--- src/rtl/floor_request_encoder.sv ---
// Latches floor calls and picks the next floor to serve using SCAN order.
// Outputs are registered; the target is held while target_valid is low.
module floor_request_encoder #(
  parameter int FLOORS = 8,
  parameter int FBITS  = 3
) (
  input  logic              clk,
  input  logic              reset,
  input  logic [FLOORS-1:0] call_btn,
  input  logic [FBITS-1:0]  cur_floor,
  input  logic              arrive,
  output logic [FLOORS-1:0] pending,
  output logic [FBITS-1:0]  target,
  output logic              target_valid,
  output logic              moving_up,
  output logic              moving_down
);

  typedef enum logic [1:0] {
    IDLE,
    UP,
    DOWN
  } state_t;

  state_t state;

  logic [FLOORS-1:0] above;
  logic [FLOORS-1:0] below;
  logic [FLOORS-1:0] clr;
  logic              here;
  logic              any_above;
  logic              any_below;
  logic [FBITS-1:0]  lo_above;
  logic [FBITS-1:0]  hi_below;

  // Floors at or beyond FLOORS match no bit, so they clear nothing.
  always_comb begin
    above = '0;
    below = '0;
    clr   = '0;
    here  = 1'b0;
    for (int i = 0; i < FLOORS; i++) begin
      above[i] = pending[i] && (FBITS'(i) > cur_floor);
      below[i] = pending[i] && (FBITS'(i) < cur_floor);
      clr[i]   = arrive && (FBITS'(i) == cur_floor);
      if (pending[i] && (FBITS'(i) == cur_floor))
        here = 1'b1;
    end
  end

  always_comb begin
    lo_above = '0;
    for (int i = FLOORS - 1; i >= 0; i--)
      if (above[i])
        lo_above = FBITS'(i);
  end

  always_comb begin
    hi_below = '0;
    for (int i = 0; i < FLOORS; i++)
      if (below[i])
        hi_below = FBITS'(i);
  end

  assign any_above = |above;
  assign any_below = |below;

  always_ff @(posedge clk) begin
    if (reset) begin
      pending      <= '0;
      state        <= IDLE;
      target       <= '0;
      target_valid <= 1'b0;
    end else begin
      pending <= (pending | call_btn) & ~clr;
      unique case (state)
        IDLE: begin
          if (any_above) begin
            state        <= UP;
            target       <= lo_above;
            target_valid <= 1'b1;
          end else if (any_below) begin
            state        <= DOWN;
            target       <= hi_below;
            target_valid <= 1'b1;
          end else if (here) begin
            target       <= cur_floor;
            target_valid <= 1'b1;
          end else begin
            target_valid <= 1'b0;
          end
        end
        UP: begin
          if (any_above) begin
            target       <= lo_above;
            target_valid <= 1'b1;
          end else if (any_below) begin
            state        <= DOWN;
            target       <= hi_below;
            target_valid <= 1'b1;
          end else begin
            state        <= IDLE;
            target_valid <= 1'b0;
          end
        end
        DOWN: begin
          if (any_below) begin
            target       <= hi_below;
            target_valid <= 1'b1;
          end else if (any_above) begin
            state        <= UP;
            target       <= lo_above;
            target_valid <= 1'b1;
          end else begin
            state        <= IDLE;
            target_valid <= 1'b0;
          end
        end
        default: begin
          state        <= IDLE;
          target_valid <= 1'b0;
        end
      endcase
    end
  end

  assign moving_up   = (state == UP);
  assign moving_down = (state == DOWN);

endmodule

--- config.mk ---
export PLATFORM = sky130hd
export DESIGN_NAME = floor_request_encoder
export DESIGN_NICKNAME = d
export VERILOG_FILES = /design/src/rtl/floor_request_encoder.sv
export SDC_FILE = /design/constraint.sdc
export NUM_CORES = 1
export LEC_CHECK = 0
export CAP_MARGIN = 20
export CORE_AREA = 2 2 51 53
export CTS_CLUSTER_DIAMETER = 80
export DETAILED_ROUTE_END_ITERATION = 10
export DIE_AREA = 0 0 53 55
export DONT_BUFFER_PORTS = 1
export HOLD_SLACK_MARGIN = 0.05
export PLACE_DENSITY = 0.68
export SETUP_SLACK_MARGIN = 0.2
export SYNTH_ARGS = -nofsm -noshare
export SYNTH_HDL_FRONTEND = slang
export SYNTH_SLANG_ARGS = --single-unit
--- constraint.sdc ---
create_clock -name clk -period 3.3 [get_ports clk]
set_clock_uncertainty 0.1 [all_clocks]
set_input_delay 0.825 -clock clk [delete_from_list [all_inputs] [get_ports clk]]
set_output_delay 0.825 -clock clk [all_outputs]
set_load 0.005 [all_outputs]
==> out/metrics.csv, run 1 <==
metric,value,unit
swShare,0.406,
yosys.area_share.simple,0.259,
yosys-top-cells-area,"dfxtp_1 (23%), a311oi_1 (5.0%), nor2_1 (4.6%), ha_1 (4.0%), a21oi_1 (3.6%)",
ys_async_sr_fraction,0,
drive_gt1_frac,0.0867,
synth_top_family_by_area,compound AO/OA/AOI/OAI gates,
leakagePower,0.439,nW
rsz0062_at_grt,no,
startpoint_type,flip-flop,
drc_errors,0,
synth_top_area_cell,dfxtp_1,
synth_warnings,0,
finalSetupTns,0,ns
finalSetupViolations,0,
via_count,1204,
wirelength,3050,um
ys_ff_latch,14,
ir_drop,443,uV
synth.avg_cell_area,7.78,um2
hold_violations,0,
cap_violations,0,
die_area,0.00292,mm2
routedWlPerCell,16.9,um
p_int,393,uW
synthAdderAreaFrac,0.0404,
grt_pass1_vias,1044,
via_per_inst,6.69,
dp_hpwl,2210,um
fill_cells,249,
cts_max_path_buffers,2,
nets,170,
clk_latency,0.27,ns
clk_pin_slew,0.07,ns
status,"finished, final reports clean",
die_w,53,um
multi_input_area,862,um2
track_usage,0.225,
period_needed,2.37,ns
post-route-period-util,0.718,
hp-class,flip-flop to flip-flop,
portBuffers,0,
synth.most_common_cell,nor2_1,
synth_compound_area_frac,0.347,
pwr-share-seq,0.372,
p_clk_frac,0.133,
worst-setup-path-type,flip-flop to flip-flop,
ys_top_cells_by_count,"nor2_1 (15), dfxtp_1 (14), a21oi_1 (9), nand2_1 (9)",
synth_xor_area_frac,0,
synth-edff-count,0,
yosys.cell_types.count,51,
cts_root_buf,clkbuf_4,
htree_levels,1,
synth_top_area_frac,0.226,
grt_pass1_wl,4900,um
cp.arrival,2.43,ns
synth_flop_cell,dfxtp_1,
numClockSinks,14,
cp_max_fo,9,
antenna_found_initial,0,
initial_core_util,0.523,
power_density,538,mW/mm2
worst_pin_slew,0.491,ns
post_cts_resized,0,
syn_to_final_growth,-0.708,%
syn_area,0.00124,mm2
ctsHoldBuffers,0,
core-area,0.00236,mm2
rows,18,
io_pins,28,
cts_buffers,3,
first_pass_iters,4,
grt_max_degree,29,
die_y,55,um
ys_seq_area_frac,0.226,
max_freq,0.422,GHz
relSlewSlack,0.670,
post_cts_buffers,0,
p_sw,268,uW
grt.overflow.total,0,
tritoncts,done,
maxSlewViolCount,0,
combPwrFrac,0.495,
ant_nets,0,
regArea,280,um2
crit_required,3.36,ns
drt_iter0_markers,24,
endpoint_kind,flip-flop,
synth_mux_area_frac,0.0506,
total_power,661,uW
syn_inst,159,
synth_nets,177,
n_antenna_cell,0,
gp_congestion,0.840,
## layout make-up
| cell class | instances | share of cell area |
|---|---|---|
| Multi-Input combinational cell | 126 | 0.702 |
| Tap cell | 30 | 0.0305 |
| Sequential cell | 14 | 0.228 |
| Clock buffer | 3 | 0.0183 |
| Inverter | 7 | 0.0214 |
## layout by cell type, fill, tap and decap left out, drive strengths merged, types with 2 or more instances in the layout
cell type / count
a41oi: 2
a311oi: 8
nor2: 18
mux2i: 4
a211oi: 5
a21boi: 2
nor3: 3
a21oi: 10
clkbuf: 3
a31oi: 2
nand2b: 3
nand2: 9
nand3: 3
o21bai: 4
o22ai: 4
nor2b: 7
o21ai: 12
a32o: 2
inv: 7
ha: 4
nor4b: 3
and3: 2
dfxtp: 14
nor3b: 2
## registers in the layout, indices dropped and copies added (netlist names)
name	flops
state	2
target	3
target_valid	1
pending	8
## per-stage QoR
stage / hold WS [ns] / util / instances / setup WS [ns] / instance area (um2)
2_1_floorplan: 0.366 / - / 159 / 0.814 / 1240
3_3_place_gp: 0.393 / 0.510 / 177 / 0.771 / 1210
3_5_place_dp: 0.391 / 0.510 / 177 / 0.692 / 1210
4_1_cts: 0.415 / 0.520 / 180 / 0.971 / 1230
5_1_grt: 0.434 / 0.520 / 180 / 0.795 / 1230
6_report: 0.413 / 0.520 / 180 / 0.930 / 1230
## metal layers
| layer | wire length (um) | vias to the layer above | track usage |
|---|---|---|---|
| met5 | 0 | - | 0 |
| met4 | 13 | 0 | 0.0812 |
| met3 | 185 | 2 | 0.0215 |
| met2 | 1390 | 42 | 0.352 |
| met1 | 1460 | 573 | 0.321 |
| li1 | - | 587 | - |
## worst max-delay path, stage by stage (launching register included)
cell	delay, ns
dfxtp_1	0.54
or3b_1	0.40
a21oi_2	0.16
nand2b_1	0.32
nor2_2	0.11
a21oi_1	0.18
o311ai_0	0.19
a32o_1	0.26
## power by group through the flow
stage          combinational (mW)  clock, mW  sequential (mW)
2_1_floorplan               0.288          0            0.234
3_3_place_gp                0.315          0            0.248
3_5_place_dp                0.325          0            0.248
4_1_cts                     0.327     0.0926            0.245
5_1_grt                     0.363     0.0958            0.252
6_report                    0.328     0.0878            0.246
## cell families (layout without fill, tap and decap cells)
family	Yosys count	after routing
mux	5	5
compound gates	59	59
fa+ha+maj	4	4
flops	14	14
simple gates	58	58
buf+inv	19	10
## worst paths after layout
path / cells after the start / from / slack [ns] / endpoint
setup / recovery: 7 / pending[5] / 0.93 / target[1]
hold / removal: 1 / target[1] / 0.41 / target[1]
setup reg to reg: 7 / pending[5] / 0.93 / target[1]
hold reg to reg: 1 / target[1] / 0.41 / target[1]
Note: power is estimated with default switching activity, not from simulation.
==> run 2: changes to the inputs <==
==> constraint.sdc (replaced) <==
create_clock -name clk -period 2.2 [get_ports clk]
set_clock_uncertainty 0.1 [all_clocks]
set_input_delay 0.55 -clock clk [delete_from_list [all_inputs] [get_ports clk]]
set_output_delay 0.55 -clock clk [all_outputs]
set_load 0.005 [all_outputs]
==> out/metrics.csv, run 2 (synthesis results as in run 1) <==
metric,value,unit,change
crit_required,2.27,ns,was 3.36 ns
cts_buffers,3,,unchanged
dp_hpwl,2410,um,was 2210 um
via_per_inst,6.52,,was 6.69
cts_max_path_buffers,2,,unchanged
rows,18,,unchanged
fill_cells,200,,was 249
drive_gt1_frac,0.311,,was 0.0867
gp_congestion,0.923,,was 0.840
combPwrFrac,0.526,,was 0.495
grt_max_degree,29,,unchanged
cap_violations,0,,unchanged
track_usage,0.250,,was 0.225
regArea,303,um2,was 280 um2
hold_slack,0.226,ns,was 0.413 ns
core-area,0.00236,mm2,unchanged
design_area,0.00148,mm2,was 0.00123 mm2
hp-class,input port to flip-flop,,was flip-flop to flip-flop
die_y,55,um,unchanged
power_density,783,mW/mm2,was 538 mW/mm2
dp_worst_setup_slack,0.0245,ns,was 0.692 ns
finalSetupViolations,0,,unchanged
post-route-period-util,0.896,,was 0.718
initial_core_util,0.523,,unchanged
largest_reg_flops,8,,unchanged
stdcell_count,197,,was 180
worst_pin_slew,0.407,ns,was 0.491 ns
grt_pass1_vias,1131,,was 1044
dpl.cell_count,186,,was 177
antenna_found_initial,0,,unchanged
via_count,1284,,was 1204
routedWlPerCell,17.0,um,was 16.9 um
numClockSinks,14,,unchanged
startpoint_type,flip-flop,,unchanged
grt.overflow.total,0,,unchanged
total_power,1.16,mW,was 661 uW
ctsHoldBuffers,0,,unchanged
max_freq,0.507,GHz,was 0.422 GHz
ant_nets,0,,unchanged
relSlewSlack,0.729,,was 0.670
io_pins,28,,unchanged
finalSetupTns,0,ns,unchanged
fin_ws,0.228,ns,was 0.930 ns
htree_levels,1,,unchanged
ir_drop,740,uV,was 443 uV
first_pass_iters,6,,was 4
clk_pin_slew,0.08,ns,was 0.07 ns
final_cell_mix,"buf_4 (15), nor2_1 (13), a21oi_1 (9)",,"was nor2_1 (15), dfxtp_1 (14), nand2_1 (9), a21oi_1 (9)"
swShare,0.399,,was 0.406
p_clk_frac,0.157,,was 0.133
worst-setup-path-type,flip-flop to flip-flop,,unchanged
postPlaceCellArea,0.00130,mm2,was 0.00121 mm2
status,"finished, final reports clean",,unchanged
final_common_cell,buf_4,,was nor2_1
endpoint_kind,flip-flop,,unchanged
syn_to_final_growth,19.6,%,was -0.708%
p_sw,463,uW,was 268 uW
die_w,53,um,unchanged
top_register,pending,,unchanged
wirelength,3340,um,was 3050 um
p_int,697,uW,was 393 uW
maxSlewViolCount,0,,unchanged
tritoncts,done,,unchanged
nets,186,,was 170
n_antenna_cell,0,,unchanged
cp.arrival,2.05,ns,was 2.43 ns
cts_root_buf,clkbuf_4,,unchanged
multi_input_area,961,um2,was 862 um2
cp_max_fo,6,,was 9
clk_latency,0.27,ns,about the same
portBuffers,0,,unchanged
drt_iter0_markers,30,,was 24
grt_pass1_wl,5380,um,was 4900 um
period_needed,1.97,ns,was 2.37 ns
hold_violations,0,,unchanged
die_area,0.00292,mm2,unchanged
drc_errors,0,,unchanged
pwr-share-seq,0.317,,was 0.372
rsz0062_at_grt,yes,,was no
top_regs,"pending x8, target x3, state x2",,unchanged
leakagePower,0.552,nW,was 0.439 nW
fin_util,0.626,,was 0.520
## run 2: cell types whose count changed in the layout (fill, tap and decap cells not counted), sizes merged
cell,previous run,this run
clkbuf,3,4
buf,0,16
## run 2: critical path: stages, from the launching register on
cell	delay (ns)
dfxtp_4	0.38
a21boi_2	0.18
o31ai_1	0.20
and4_1	0.23
a211oi_1	0.06
buf_4	0.15
o21ba_1	0.20
o221ai_1	0.11
a32o_1	0.26
## run 2: path summary, 6_finish.rpt
kind,start,to,slack (ns),cells after the start
setup / recovery,pending[3],target[0],0.23,8
hold reg to reg,target[0],target[0],0.43,1
hold / removal,reset,pending[2],0.23,1
setup reg to reg,pending[3],target[0],0.23,8
## run 2: cell type report
class                   instances  share of cell area
well taps                      30              0.0254
multi-input cells             126               0.649
repair buffers                 16              0.0786
clock buffers                   4              0.0245
flip-flops and latches         14               0.205
inverters                       7              0.0178
## run 2: routing by layer
layer  global-route usage  vias to the layer above  routed length (um)
li1                     -                      625                   -
met1                0.328                      616                1490
met2                0.413                       41                1600
met3               0.0618                        2                 236
met4               0.0641                        0                  12
met5                    0                        -                   0
## run 2: what timing repair did
action,4_1_cts,5_1_grt
buffers inserted,3,4
resized for setup,15,13
endpoints found under the setup margin,5,5
pin swaps,4,8
hold endpoints to repair,0,0
## run 2: power by group through the flow
stage / clock network, mW / registers [mW] / logic [mW]
floorplan: 0 / 0.352 / 0.444
global placement: 0 / 0.370 / 0.501
detailed placement: 0 / 0.371 / 0.516
CTS: 0.186 / 0.366 / 0.546
global route: 0.200 / 0.379 / 0.663
finish: 0.182 / 0.367 / 0.610
